<file path="src/rtl/fifo_write_arbiter_if.sv">
// Write-port bundle between two producers, the consumer read strobe and the buffer arbiter.
// Latency: none, plain wires. The slave (arbiter) drives grants, storage write signals and state.
// Backpressure: a producer whose grant is low must hold its req/data; nothing is queued.
interface fifo_write_arbiter_if #(
  parameter int BUFFER_WIDTH = 3,
  parameter int DATA_WIDTH   = 8
);
  logic                    req_A;
  logic [DATA_WIDTH-1:0]   data_A;
  logic                    req_B;
  logic [DATA_WIDTH-1:0]   data_B;
  logic                    read_Enable;
  logic                    grant_A;
  logic                    grant_B;
  logic                    mem_Write_Enable;
  logic [DATA_WIDTH-1:0]   mem_Write_Data;
  logic [BUFFER_WIDTH-1:0] write_Pointer;
  logic [BUFFER_WIDTH-1:0] read_Pointer;
  logic                    sig_Full;
  logic                    sig_Empty;
  logic [BUFFER_WIDTH:0]   occupancy;

  // Producer/consumer side
  modport master (
    output req_A, data_A, req_B, data_B, read_Enable,
    input  grant_A, grant_B, mem_Write_Enable, mem_Write_Data,
           write_Pointer, read_Pointer, sig_Full, sig_Empty, occupancy
  );

  // Arbiter side
  modport slave (
    input  req_A, data_A, req_B, data_B, read_Enable,
    output grant_A, grant_B, mem_Write_Enable, mem_Write_Data,
           write_Pointer, read_Pointer, sig_Full, sig_Empty, occupancy
  );
endinterface

</file>
<file path="src/rtl/fifo_write_arbiter.sv">
// Round-robin arbiter sharing one buffer write port between requesters A and B; owns pointers/occupancy.
// Latency: grants and storage write strobe are combinational; pointers/occupancy/flags update on the edge.
// Backpressure: no grant while full; a denied requester holds req/data. Ports: clock, reset (async low), bus (slave).
module fifo_write_arbiter #(
  parameter int BUFFER_WIDTH = 3,
  parameter int DATA_WIDTH   = 8
) (
  input  logic          clock,
  input  logic          reset,
  fifo_write_arbiter_if.slave bus
);

  localparam logic [BUFFER_WIDTH:0] DEPTH = {1'b1, {BUFFER_WIDTH{1'b0}}};

  typedef enum logic {PRIO_A, PRIO_B} prio_t;

  prio_t                   prio_q, prio_d;
  logic [BUFFER_WIDTH-1:0] wr_ptr_q, rd_ptr_q;
  logic [BUFFER_WIDTH:0]   occ_q;
  logic                    full, empty;
  logic                    grant_a, grant_b;
  logic                    wr_acc, rd_acc;

  // Flags come straight from the registered count, so a write is refused
  // on the cycle a read frees the last slot.
  assign full   = (occ_q == DEPTH);
  assign empty  = (occ_q == '0);
  assign wr_acc = grant_a | grant_b;
  assign rd_acc = bus.read_Enable & ~empty;

  // Priority register
  always_ff @(posedge clock or negedge reset) begin
    if (!reset) prio_q <= PRIO_A;
    else        prio_q <= prio_d;
  end

  // Grant decode and priority next-state. Reset gates the grants so nothing
  // looks accepted while the state is being cleared.
  always_comb begin
    grant_a = 1'b0;
    grant_b = 1'b0;
    prio_d  = prio_q;
    if (reset && !full) begin
      if (bus.req_A && bus.req_B) begin
        if (prio_q == PRIO_A) grant_a = 1'b1;
        else                  grant_b = 1'b1;
      end else begin
        grant_a = bus.req_A;
        grant_b = bus.req_B;
      end
    end
    if (grant_a)      prio_d = PRIO_B;
    else if (grant_b) prio_d = PRIO_A;
  end

  // Pointers and occupancy
  always_ff @(posedge clock or negedge reset) begin
    if (!reset) begin
      wr_ptr_q <= '0;
      rd_ptr_q <= '0;
      occ_q    <= '0;
    end else begin
      if (wr_acc) wr_ptr_q <= wr_ptr_q + 1'b1;
      if (rd_acc) rd_ptr_q <= rd_ptr_q + 1'b1;
      case ({wr_acc, rd_acc})
        2'b10:   occ_q <= occ_q + 1'b1;
        2'b01:   occ_q <= occ_q - 1'b1;
        default: occ_q <= occ_q;
      endcase
    end
  end

  assign bus.grant_A          = grant_a;
  assign bus.grant_B          = grant_b;
  assign bus.mem_Write_Enable = wr_acc;
  assign bus.mem_Write_Data   = grant_a ? bus.data_A :
                                grant_b ? bus.data_B : '0;
  assign bus.write_Pointer    = wr_ptr_q;
  assign bus.read_Pointer     = rd_ptr_q;
  assign bus.sig_Full         = full;
  assign bus.sig_Empty        = empty;
  assign bus.occupancy        = occ_q;

endmodule

</file>
<file path="src/flat_wrapper.sv">
// flat-port wrapper written by rule: the top's interface ports become plain ports
module fifo_write_arbiter_flat 
#(
  parameter int BUFFER_WIDTH = 3,
  parameter int DATA_WIDTH   = 8
)
  (clock, reset, bus_req_A, bus_data_A, bus_req_B, bus_data_B, bus_read_Enable, bus_grant_A, bus_grant_B, bus_mem_Write_Enable, bus_mem_Write_Data, bus_write_Pointer, bus_read_Pointer, bus_sig_Full, bus_sig_Empty, bus_occupancy);
  fifo_write_arbiter_if #(.BUFFER_WIDTH(BUFFER_WIDTH), .DATA_WIDTH(DATA_WIDTH)) bus_i ();
  input  logic clock;
  input  logic reset;
  input wire logic [$bits(bus_i.req_A)-1:0] bus_req_A;
  input wire logic [$bits(bus_i.data_A)-1:0] bus_data_A;
  input wire logic [$bits(bus_i.req_B)-1:0] bus_req_B;
  input wire logic [$bits(bus_i.data_B)-1:0] bus_data_B;
  input wire logic [$bits(bus_i.read_Enable)-1:0] bus_read_Enable;
  output wire logic [$bits(bus_i.grant_A)-1:0] bus_grant_A;
  output wire logic [$bits(bus_i.grant_B)-1:0] bus_grant_B;
  output wire logic [$bits(bus_i.mem_Write_Enable)-1:0] bus_mem_Write_Enable;
  output wire logic [$bits(bus_i.mem_Write_Data)-1:0] bus_mem_Write_Data;
  output wire logic [$bits(bus_i.write_Pointer)-1:0] bus_write_Pointer;
  output wire logic [$bits(bus_i.read_Pointer)-1:0] bus_read_Pointer;
  output wire logic [$bits(bus_i.sig_Full)-1:0] bus_sig_Full;
  output wire logic [$bits(bus_i.sig_Empty)-1:0] bus_sig_Empty;
  output wire logic [$bits(bus_i.occupancy)-1:0] bus_occupancy;
  assign bus_i.req_A = bus_req_A;
  assign bus_i.data_A = bus_data_A;
  assign bus_i.req_B = bus_req_B;
  assign bus_i.data_B = bus_data_B;
  assign bus_i.read_Enable = bus_read_Enable;
  assign bus_grant_A = bus_i.grant_A;
  assign bus_grant_B = bus_i.grant_B;
  assign bus_mem_Write_Enable = bus_i.mem_Write_Enable;
  assign bus_mem_Write_Data = bus_i.mem_Write_Data;
  assign bus_write_Pointer = bus_i.write_Pointer;
  assign bus_read_Pointer = bus_i.read_Pointer;
  assign bus_sig_Full = bus_i.sig_Full;
  assign bus_sig_Empty = bus_i.sig_Empty;
  assign bus_occupancy = bus_i.occupancy;
  fifo_write_arbiter #(.BUFFER_WIDTH(BUFFER_WIDTH), .DATA_WIDTH(DATA_WIDTH)) u_core (.clock(clock), .reset(reset), .bus(bus_i));
endmodule
</file>
<file path="config.mk">
export PLATFORM = sky130hd
export DESIGN_NAME = fifo_write_arbiter_flat
export DESIGN_NICKNAME = d
export VERILOG_FILES = /design/src/rtl/fifo_write_arbiter_if.sv /design/src/rtl/fifo_write_arbiter.sv /design/src/flat_wrapper.sv
export SDC_FILE = /design/constraint.sdc
export NUM_CORES = 1
export LEC_CHECK = 0
export CAP_MARGIN = 20
export CORE_AREA = 3 3 62 64
export DETAILED_ROUTE_END_ITERATION = 6
export DIE_AREA = 0 0 65 67
export HOLD_SLACK_MARGIN = 0.15
export SLEW_MARGIN = 5
export SYNTH_ARGS = -nofsm -noshare
export SYNTH_HDL_FRONTEND = slang
export SYNTH_SLANG_ARGS = --single-unit
</file>
<file path="constraint.sdc">
create_clock -name clock -period 3.7 [get_ports clock]
set_clock_uncertainty 0.15 [all_clocks]
set_input_delay 0.925 -clock clock [delete_from_list [all_inputs] [get_ports clock]]
set_output_delay 0.925 -clock clock [all_outputs]
set_load 0.01 [all_outputs]
</file>
==> results.py, run 1 <==
metrics = {
    "global_route": {
        "grt_max_degree": 12,
        "grt_first_pass_wirelength_um": 3510,
        "grt_pass1_vias": 765,
        "grt_use_total_pct": 10.1,
        "grt_overflow": 0,
        "antenna_found_initial": 0,
    },
    "synthesis": {
        "synth-edff-count": 0,
        "synth.top_cells.by_count": "dfrtp_1 (11), nor2_1 (9), a32oi_1 (8), nand2_1 (8), ha_1 (5)",
        "synthCells": 86,
        "synth-main-ff-cell": "dfrtp_1",
        "synth.yosys.warnings": 0,
        "async_reset_ff_share_pct": 100,
        "synth_top_area_share_pct": 33.8,
        "syn_nets": 113,
        "synth_area_leaders": "dfrtp_1 (34%), a32oi_1 (8.6%), ha_1 (7.7%)",
        "synth_area_um2": 815,
        "synth.largest_area_cell": "dfrtp_1",
        "synth_most_common_cell": "dfrtp_1",
        "syn_avg_cell_area_um2": 9.47,
        "synth_cell_types": 32,
        "yosysSeqAreaShare_pct": 33.8,
        "ys_ff_latch": 11,
    },
    "sta": {
        "period_minus_slack_ps": 3570,
        "setup_tns_ps": 0,
        "rsz0062_at_grt": "no",
        "fmax_ghz": 0.280,
        "slew_viol_final": 0,
        "final-hold-violation-count": 0,
        "tightest_slew_ps": 483,
        "whs_ps": 324,
        "slew_headroom_pct": 67.4,
        "period_share_pct": 96.4,
        "finalSetupViolCount": 0,
    },
    "floorplanning": {
        "die_w_um": 65,
        "num_rows": 21,
        "start_util_pct": 24.4,
        "die-height_um": 67,
        "fp.dieArea_um2": 4360,
        "ios": 44,
        "core_area_um2": 3340,
    },
    "min_path": {
        "hold_path.class": "reg -> reg",
    },
    "clocking": {
        "cts_buffers": 3,
        "clock_path_buffers": 2,
        "hold_buffers": 0,
        "cts_resized": 0,
        "cts_max_level": 1,
        "post_cts_buffers": 0,
        "cts-root-buf": "clkbuf_4",
        "clkTransAtPathRegs_ps": 70,
        "cts_tree": "yes",
        "clkLatencyLatePin_ps": 260,
        "cts_num_sinks": 11,
    },
    "routing": {
        "via_per_inst": 4.68,
        "wl_per_cell_um": 12.5,
        "drt-pass1-iter-count": 4,
        "postRouteAntennaNets": 0,
        "wirelength_um": 2250,
        "drc_errors": 0,
        "via_count": 843,
        "drt_iter0_drc": 30,
    },
    "power_and_ir_drop": {
        "power.leakage_nw": 0.537,
        "max-vdd-ir-drop_uv": 263,
        "p_per_area_nw_per_um2": 653,
    },
    "layout": {
        "design_area_um2": 1350,
        "multi_input_area_um2": 489,
        "layout-drive-gt1-share_pct": 11.2,
        "fin_nets": 162,
        "syn_to_final_growth_pct": 65.3,
        "area.sequential_um2": 275,
        "fillCellCount": 333,
        "n_antenna_cell": 0,
    },
    "worst_setup_path": {
        "cpMaxStageDelayCell": "clkdlybuf4s50_1",
        "worst-path-buf-inv": 3,
        "crit_family": "buffers and inverters",
        "arrival_ps": 2490,
        "end_kind": "output pin",
        "critPathMaxFanout": 9,
        "path_class": "in -> out",
        "cp-start-kind": "input port",
        "required_ps": 2620,
        "path_cells": "clkdlybuf4s50_1, a21boi_1, buf_4, a32oi_1, nor2_1, clkdlybuf4s50_1",
        "crit_path_frequent_cell": "clkdlybuf4s50_1",
        "cpPeakStageDelay_ps": 550,
    },
    "placed_design": {
        "io_buffers": 43,
        "routabilityCongestion": 0.772,
        "placed_cell_area_um2": 1320,
        "dp_hpwl_um": 1870,
    },
    "job": {
        "cap_violations": 0,
    },
    "outcome": {
        "status": "complete, no violations",
    },
}
==> path summary, 6_finish.rpt <==
| kind | to | cells past startpoint | slack, ps | start |
|---|---|---|---|---|
| worst max-delay path | bus_mem_Write_Data[5] | 6 | 130 | bus_req_A |
| worst min-delay path | u_core.bus.write_Pointer[2]$_DFFE_PN0P_ | 1 | 320 | u_core.bus.write_Pointer[2]$_DFFE_PN0P_ |
| worst max register to register | u_core.bus.occupancy[3]$_DFFE_PN0P_ | 7 | 880 | u_core.bus.occupancy[2]$_DFFE_PN0P_ |
| worst min register to register | u_core.bus.write_Pointer[2]$_DFFE_PN0P_ | 1 | 320 | u_core.bus.write_Pointer[2]$_DFFE_PN0P_ |
| max in group asynchronous | u_core.bus.occupancy[0]$_DFFE_PN0P_ | 2 | 2380 | reset |
| min in group asynchronous | u_core.bus.write_Pointer[1]$_DFFE_PN0P_ | 2 | 890 | reset |
==> per-layer routing <==
layer	vias up	global-route usage (%)	wire length, um
li1	412	-	-
met1	390	12.0	999
met2	41	17.0	1000
met3	0	3.20	247
met4	0	3.96	0
met5	-	0	0
==> placed cells by master (no fill, tap or decap), types with 3 or more instances in the layout <==
cell / n
a32oi_1: 8
buf_4: 6
clkbuf_4: 3
clkdlybuf4s50_1: 43
dfrtp_1: 11
ha_1: 5
inv_1: 4
nand2_1: 8
nor2_1: 9
nor3b_1: 4
o21ai_0: 4
xnor2_1: 4
==> layout make-up <==
type                            instances  share of cell area [%]
Multi-Input combinational cell         64                    36.3
Timing Repair Buffer                   49                    35.3
Sequential cell                        11                    20.4
Tap cell                               46                    4.28
Clock buffer                            4                    1.95
Inverter                                6                    1.67
==> worst register-to-register path, stage by stage (launching register included) <==
cell      delay [ps]
dfrtp_1          480
o41ai_2          570
inv_2             90
ha_1             220
ha_1             350
or4b_1           510
o311ai_0         140
o211ai_1         170
==> sequential cells by signal, summed over array words and instances, names as in the netlist <==
name / count
u_core.bus.read_Pointer: 3
u_core.bus.write_Pointer: 3
u_core.bus.occupancy: 4
u_core.prio_q: 1
==> through the flow <==
stage	total power, mW	util (%)	std cells	setup slack (ps)
3_3_place_gp	0.787	39.6	176	141
2_1_floorplan	0.560	-	86	840
4_1_cts	0.895	40.3	180	131
3_5_place_dp	0.811	39.6	176	112
5_1_grt	0.954	40.3	180	40.1
6_report	0.879	40.3	180	134
==> power by group <==
group	switching (mW)	internal, mW	total (mW)
logic	0.227	0.301	0.528
clock network	0.0364	0.0416	0.0780
registers	0.0893	0.184	0.273
total	0.353	0.526	0.879
==> cell families after synthesis <==
| group | share of synthesized area, % |
|---|---|
| AO/OA/AOI/OAI | 19.2 |
| XOR/XNOR | 6.45 |
| adder cells (fa/ha/maj) | 10.1 |
| buffers and inverters | 6.14 |
| flip-flops | 33.8 |
| multiplexers | 3.23 |
| AND/OR/NAND/NOR | 21.0 |
(Power assumes the default switching activity.)
==> run 2, diff against run 1 <==
--- a/config.mk
+++ b/config.mk
@@ -6,11 +6,10 @@
 export NUM_CORES = 1
 export LEC_CHECK = 0
 export CAP_MARGIN = 20
-export CORE_AREA = 3 3 62 64
+export CORE_AREA = 2 2 61 63
 export DETAILED_ROUTE_END_ITERATION = 6
-export DIE_AREA = 0 0 65 67
+export DIE_AREA = 0 0 63 65
 export HOLD_SLACK_MARGIN = 0.15
-export SLEW_MARGIN = 5
 export SYNTH_ARGS = -nofsm -noshare
 export SYNTH_HDL_FRONTEND = slang
 export SYNTH_SLANG_ARGS = --single-unit
==> constraint.sdc (replaced) <==
create_clock -name clock -period 4.1 [get_ports clock]
set_clock_uncertainty 0.15 [all_clocks]
set_input_delay 1.025 -clock clock [delete_from_list [all_inputs] [get_ports clock]]
set_output_delay 1.025 -clock clock [all_outputs]
set_load 0.01 [all_outputs]
==> run 2 against run 1 <==
Compared with the run above: global-route usage up 1.8 points; largest cell class unchanged; critical path depth shrank 1; worst hold slack gained 2.7 ps; largest power group unchanged.
==> results.py, run 2 (synthesized netlist as in run 1, its figures left out) <==
metrics = {
    "routing": {
        "wirelength_um": 2320,
        "wl_per_cell_um": 12.9,
        "drt-pass1-iter-count": 4,
        "drt_iter0_drc": 36,
        "postRouteAntennaNets": 0,
        "drc_errors": 0,
        "via_per_inst": 4.66,
        "via_count": 839,
    },
    "global_route": {
        "antenna_found_initial": 0,
        "grt_pass1_vias": 845,
        "grt_max_degree": 12,
        "grt_first_pass_wirelength_um": 3880,
        "grt_overflow": 0,
        "grt_use_total_pct": 12.0,
    },
    "power_and_ir_drop": {
        "clock_power_share_pct": 9.7,
        "power.leakage_nw": 0.527,
        "internal_power_uw": 470,
        "max-vdd-ir-drop_uv": 211,
        "switching_share_pct": 40.6,
        "p_sw_uw": 321,
        "p_comb_share_pct": 59.2,
        "seq_power_share_pct": 31.1,
        "power.total_uw": 792,
        "p_per_area_nw_per_um2": 593,
    },
    "worst_setup_path": {
        "critPathMaxFanout": 10,
        "startpoint": "bus_req_A",
        "timing.rr.start": "u_core.bus.occupancy[2]$_DFFE_PN0P_",
        "cp-start-kind": "input port",
        "ff2ff_setup_slack_ps": 1240,
        "arrival_ps": 2600,
        "cp-endpoint": "bus_mem_Write_Data[1]",
        "cpPeakStageDelay_ps": 570,
        "path_cells": "clkdlybuf4s50_1, nand2b_1, a32oi_1, nor2_1, clkdlybuf4s50_1",
        "crit_path_frequent_cell": "clkdlybuf4s50_1",
        "reg2regPathDepth": 7,
        "reg2reg_to": "u_core.bus.occupancy[3]$_DFFE_PN0P_",
        "required_ps": 2920,
        "path_class": "in -> out",
        "cpMaxStageDelayCell": "clkdlybuf4s50_1",
        "end_kind": "output pin",
    },
    "placed_design": {
        "placed_cell_area_um2": 1310,
        "dp_slack_ps": 338,
        "io_buffers": 43,
        "dp_hpwl_um": 1870,
        "routabilityCongestion": 0.878,
    },
    "floorplanning": {
        "die-height_um": 65,
        "core_area_um2": 3500,
        "fp.dieArea_um2": 4100,
        "num_rows": 22,
        "ios": 44,
        "start_util_pct": 23.3,
        "die_w_um": 63,
    },
    "job": {
        "cap_violations": 0,
    },
    "clocking": {
        "cts_tree": "yes",
        "cts-root-buf": "clkbuf_4",
        "clkTransAtPathRegs_ps": 70,
        "cts_buffers": 3,
        "post_cts_buffers": 0,
        "clock_path_buffers": 2,
        "clkLatencyLatePin_ps": 270,
        "hold_buffers": 0,
        "cts_max_level": 1,
        "cts_num_sinks": 11,
        "cts_resized": 0,
    },
    "sta": {
        "setup_slack_ps": 329,
        "setup_tns_ps": 0,
        "final-hold-violation-count": 0,
        "period_minus_slack_ps": 3770,
        "period_share_pct": 92.0,
        "slew_viol_final": 0,
        "slew_headroom_pct": 68.0,
        "fmax_ghz": 0.265,
        "finalSetupViolCount": 0,
        "whs_ps": 327,
        "rsz0062_at_grt": "no",
        "tightest_slew_ps": 474,
    },
    "outcome": {
        "status": "complete, no violations",
    },
    "layout": {
        "final_common_cell": "clkdlybuf4s50_1",
        "final_cell_mix": "clkdlybuf4s50_1 (43), dfrtp_1 (11), nor2_1 (9)",
        "syn_to_final_growth_pct": 63.7,
        "fin_nets": 160,
        "design_area_um2": 1330,
        "largest_reg_flops": 4,
        "n_antenna_cell": 0,
        "layout-drive-gt1-share_pct": 9.85,
    },
    "min_path": {
        "hold_path.class": "reg -> reg",
    },
}
[run 2: changes by cell type in the layout (fill, tap and decap cells not counted), sizes merged]
cell / change
buf: -2
[run 2: area by class of cell]
| type | instances | area, um^2 |
|---|---|---|
| multi-input cells | 64 | 489 |
| flip-flops and latches | 11 | 275 |
| repair buffers | 47 | 460 |
| clock buffers | 4 | 26.3 |
| fillers | 367 | 2160 |
| inverters | 6 | 22.5 |
| well taps | 48 | 60.1 |
[run 2: how the worst min path moves through the flow]
stage,from,to,cells after the start
floorplan,u_core.prio_q$_DFFE_PN0P_,u_core.prio_q$_DFFE_PN0P_,2
global placement,u_core.bus.write_Pointer[2]$_DFFE_PN0P_,u_core.bus.write_Pointer[2]$_DFFE_PN0P_,1
detailed placement,u_core.bus.read_Pointer[2]$_DFFE_PN0P_,u_core.bus.read_Pointer[2]$_DFFE_PN0P_,1
CTS,u_core.bus.read_Pointer[2]$_DFFE_PN0P_,u_core.bus.read_Pointer[2]$_DFFE_PN0P_,1
global route,u_core.bus.read_Pointer[2]$_DFFE_PN0P_,u_core.bus.read_Pointer[2]$_DFFE_PN0P_,1
finish,u_core.bus.read_Pointer[2]$_DFFE_PN0P_,u_core.bus.read_Pointer[2]$_DFFE_PN0P_,1
[run 2: routing by layer]
layer | global-route usage (%) | vias up | routed length, um
li1 | - | 406 | -
met1 | 13.4 | 389 | 978
met2 | 21.4 | 42 | 1080
met3 | 3.82 | 2 | 226
met4 | 4.17 | 0 | 27
met5 | 0 | - | 0
[run 2: through the flow]
stage	cells	utilization [%]
floorplan	86	-
global placement	176	37.4
detailed placement	176	37.4
CTS	180	38.2
global route	180	38.2
finish	180	38.2
[run 2: power by group through the flow]
| stage | sequential (mW) | clock (mW) | combinational, mW |
|---|---|---|---|
| 6_report | 0.246 | 0.0768 | 0.469 |
| 5_1_grt | 0.259 | 0.0890 | 0.518 |
| 4_1_cts | 0.248 | 0.0786 | 0.475 |
| 3_5_place_dp | 0.249 | 0 | 0.474 |
| 3_3_place_gp | 0.247 | 0 | 0.457 |
| 2_1_floorplan | 0.248 | 0 | 0.258 |
[run 2: critical path: cells and delay by family]
family | cells | cell delay (ps)
and+or+nand+nor | 2 | 410
buffers and inverters | 2 | 1010
AOI/OAI and AO/OA | 1 | 150
==> run 3, diff against run 2 <==
==> constraint.sdc (replaced) <==
create_clock -name clock -period 4.1 [get_ports clock]
set_clock_uncertainty 0.15 [all_clocks]
set_input_delay 1.025 -clock clock [delete_from_list [all_inputs] [get_ports clock]]
set_output_delay 1.025 -clock clock [all_outputs]
set_load 0.05 [all_outputs]
==> run 3 against run 2 <==
Compared with the run above: combinational power rose by 55%; sequential power hardly changed; global-route usage rose by 0.61 points; via count is 1.9% lower; highest routed layer is now met3.
==> results.py, run 3 (synthesized netlist as in run 1, its figures left out) <==
metrics = {
    "worst_setup_path": {
        "reg2regPathDepth": 7,
        "cp-endpoint": "bus_mem_Write_Data[7]",
        "path_class": "in -> out",
        "ff2ff_setup_slack_ps": 1300,
        "arrival_ps": 2570,
        "required_ps": 2920,
        "startpoint": "bus_req_A",
        "cp-start-kind": "input port",
        "critPathMaxFanout": 9,
        "end_kind": "output pin",
        "reg2reg_to": "u_core.bus.occupancy[3]$_DFFE_PN0P_",
        "timing.rr.start": "u_core.bus.occupancy[2]$_DFFE_PN0P_",
    },
    "power_and_ir_drop": {
        "p_comb_share_pct": 69.7,
        "power.total_mw": 1.04,
        "switching_share_pct": 52.2,
        "clock_power_share_pct": 6.8,
        "power.leakage_nw": 0.572,
        "p_sw_uw": 544,
        "p_per_area_nw_per_um2": 729,
        "seq_power_share_pct": 23.5,
        "internal_power_uw": 498,
        "max-vdd-ir-drop_uv": 454,
    },
    "sta": {
        "finalSetupViolCount": 0,
        "period_share_pct": 91.3,
        "slew_viol_final": 0,
        "whs_ps": 324,
        "period_minus_slack_ps": 3740,
        "fmax_ghz": 0.267,
        "setup_slack_ps": 357,
        "final-hold-violation-count": 0,
        "tightest_slew_ps": 584,
        "setup_tns_ps": 0,
        "rsz0062_at_grt": "no",
        "slew_headroom_pct": 61.0,
    },
    "placed_design": {
        "dp_hpwl_um": 1910,
        "placed_cells": 174,
        "routabilityCongestion": 0.784,
        "dp_slack_ps": 341,
        "io_buffers": 43,
        "placed_cell_area_um2": 1400,
    },
    "floorplanning": {
        "die-height_um": 65,
        "die_w_um": 63,
        "core_area_um2": 3500,
        "fp.dieArea_um2": 4100,
        "ios": 44,
        "num_rows": 22,
        "start_util_pct": 23.3,
    },
    "clocking": {
        "cts_tree": "yes",
        "cts_max_level": 1,
        "hold_buffers": 0,
        "clock_path_buffers": 2,
        "cts_resized": 0,
        "post_cts_buffers": 0,
        "clkLatencyLatePin_ps": 260,
        "clkTransAtPathRegs_ps": 70,
        "cts-root-buf": "clkbuf_4",
        "cts_num_sinks": 11,
        "cts_buffers": 3,
    },
    "routing": {
        "via_per_inst": 4.62,
        "drt_iter0_drc": 45,
        "postRouteAntennaNets": 0,
        "drt-pass1-iter-count": 4,
        "via_count": 823,
        "drc_errors": 0,
        "wirelength_um": 2330,
        "wl_per_cell_um": 13.1,
    },
    "global_route": {
        "antenna_found_initial": 0,
        "grt_max_degree": 14,
        "grt_use_total_pct": 12.6,
        "grt_pass1_vias": 858,
        "grt_overflow": 0,
        "grt_first_pass_wirelength_um": 4080,
    },
    "layout": {
        "syn_to_final_growth_pct": 75.4,
        "layout-drive-gt1-share_pct": 16.9,
        "n_antenna_cell": 0,
        "largest_reg_flops": 4,
        "fin_nets": 158,
        "final_cells": 178,
        "final_common_cell": "clkdlybuf4s50_1",
        "final_cell_mix": "clkdlybuf4s50_1 (32), buf_12 (11), dfrtp_1 (11)",
        "design_area_um2": 1430,
        "final_core_util_pct": 40.9,
        "fillCellCount": 361,
    },
    "outcome": {
        "status": "complete, no violations",
    },
    "job": {
        "cap_violations": 0,
    },
    "min_path": {
        "hold_path.class": "reg -> reg",
    },
}
## run 3: changes by cell type in the layout (fill, tap and decap cells not counted)
cell	delta
buf_12	+11
clkdlybuf4s50_1	-11
buf_4	-2
## run 3: routing by layer
metal	part of all wire (%)	GRT usage, %	routed length, um
met1	45	15.8	1040
met2	46	20.5	1060
met3	9.8	4.51	229
met4	0	3.33	0
met5	0	0	0
## run 3: how the worst min path moves through the flow
stage,slack (ps),cells after the start,start,end
4_1_cts,330,1,u_core.bus.write_Pointer[2]$_DFFE_PN0P_,u_core.bus.write_Pointer[2]$_DFFE_PN0P_
3_3_place_gp,300,1,u_core.bus.write_Pointer[2]$_DFFE_PN0P_,u_core.bus.write_Pointer[2]$_DFFE_PN0P_
3_5_place_dp,320,1,u_core.bus.write_Pointer[2]$_DFFE_PN0P_,u_core.bus.write_Pointer[2]$_DFFE_PN0P_
6_report,320,1,u_core.bus.write_Pointer[2]$_DFFE_PN0P_,u_core.bus.write_Pointer[2]$_DFFE_PN0P_
2_1_floorplan,340,2,u_core.prio_q$_DFFE_PN0P_,u_core.prio_q$_DFFE_PN0P_
5_1_grt,340,1,u_core.bus.write_Pointer[2]$_DFFE_PN0P_,u_core.bus.write_Pointer[2]$_DFFE_PN0P_
## run 3: cell type report
class | count | area (um^2) | area share (%)
Multi-Input combinational cell | 64 | 489 | 34.2
Tap cell | 48 | 60.1 | 4.20
Timing Repair Buffer | 45 | 556 | 38.9
Sequential cell | 11 | 275 | 19.3
Inverter | 6 | 22.5 | 1.58
Clock buffer | 4 | 26.3 | 1.84
## run 3: power groups by stage
stage          Clock, mW  Sequential [mW]  Combinational (mW)
2_1_floorplan          0            0.399               0.326
3_3_place_gp           0            0.246               0.717
3_5_place_dp           0            0.249               0.731
4_1_cts           0.0766            0.247               0.733
5_1_grt           0.0832            0.257               0.779
6_report          0.0708            0.245               0.726
## run 3: critical path: stages
cell and delay (ps):
clkdlybuf4s50_1 490, a21boi_1 510, a32oi_1 140, nor2_1 230, buf_12 170
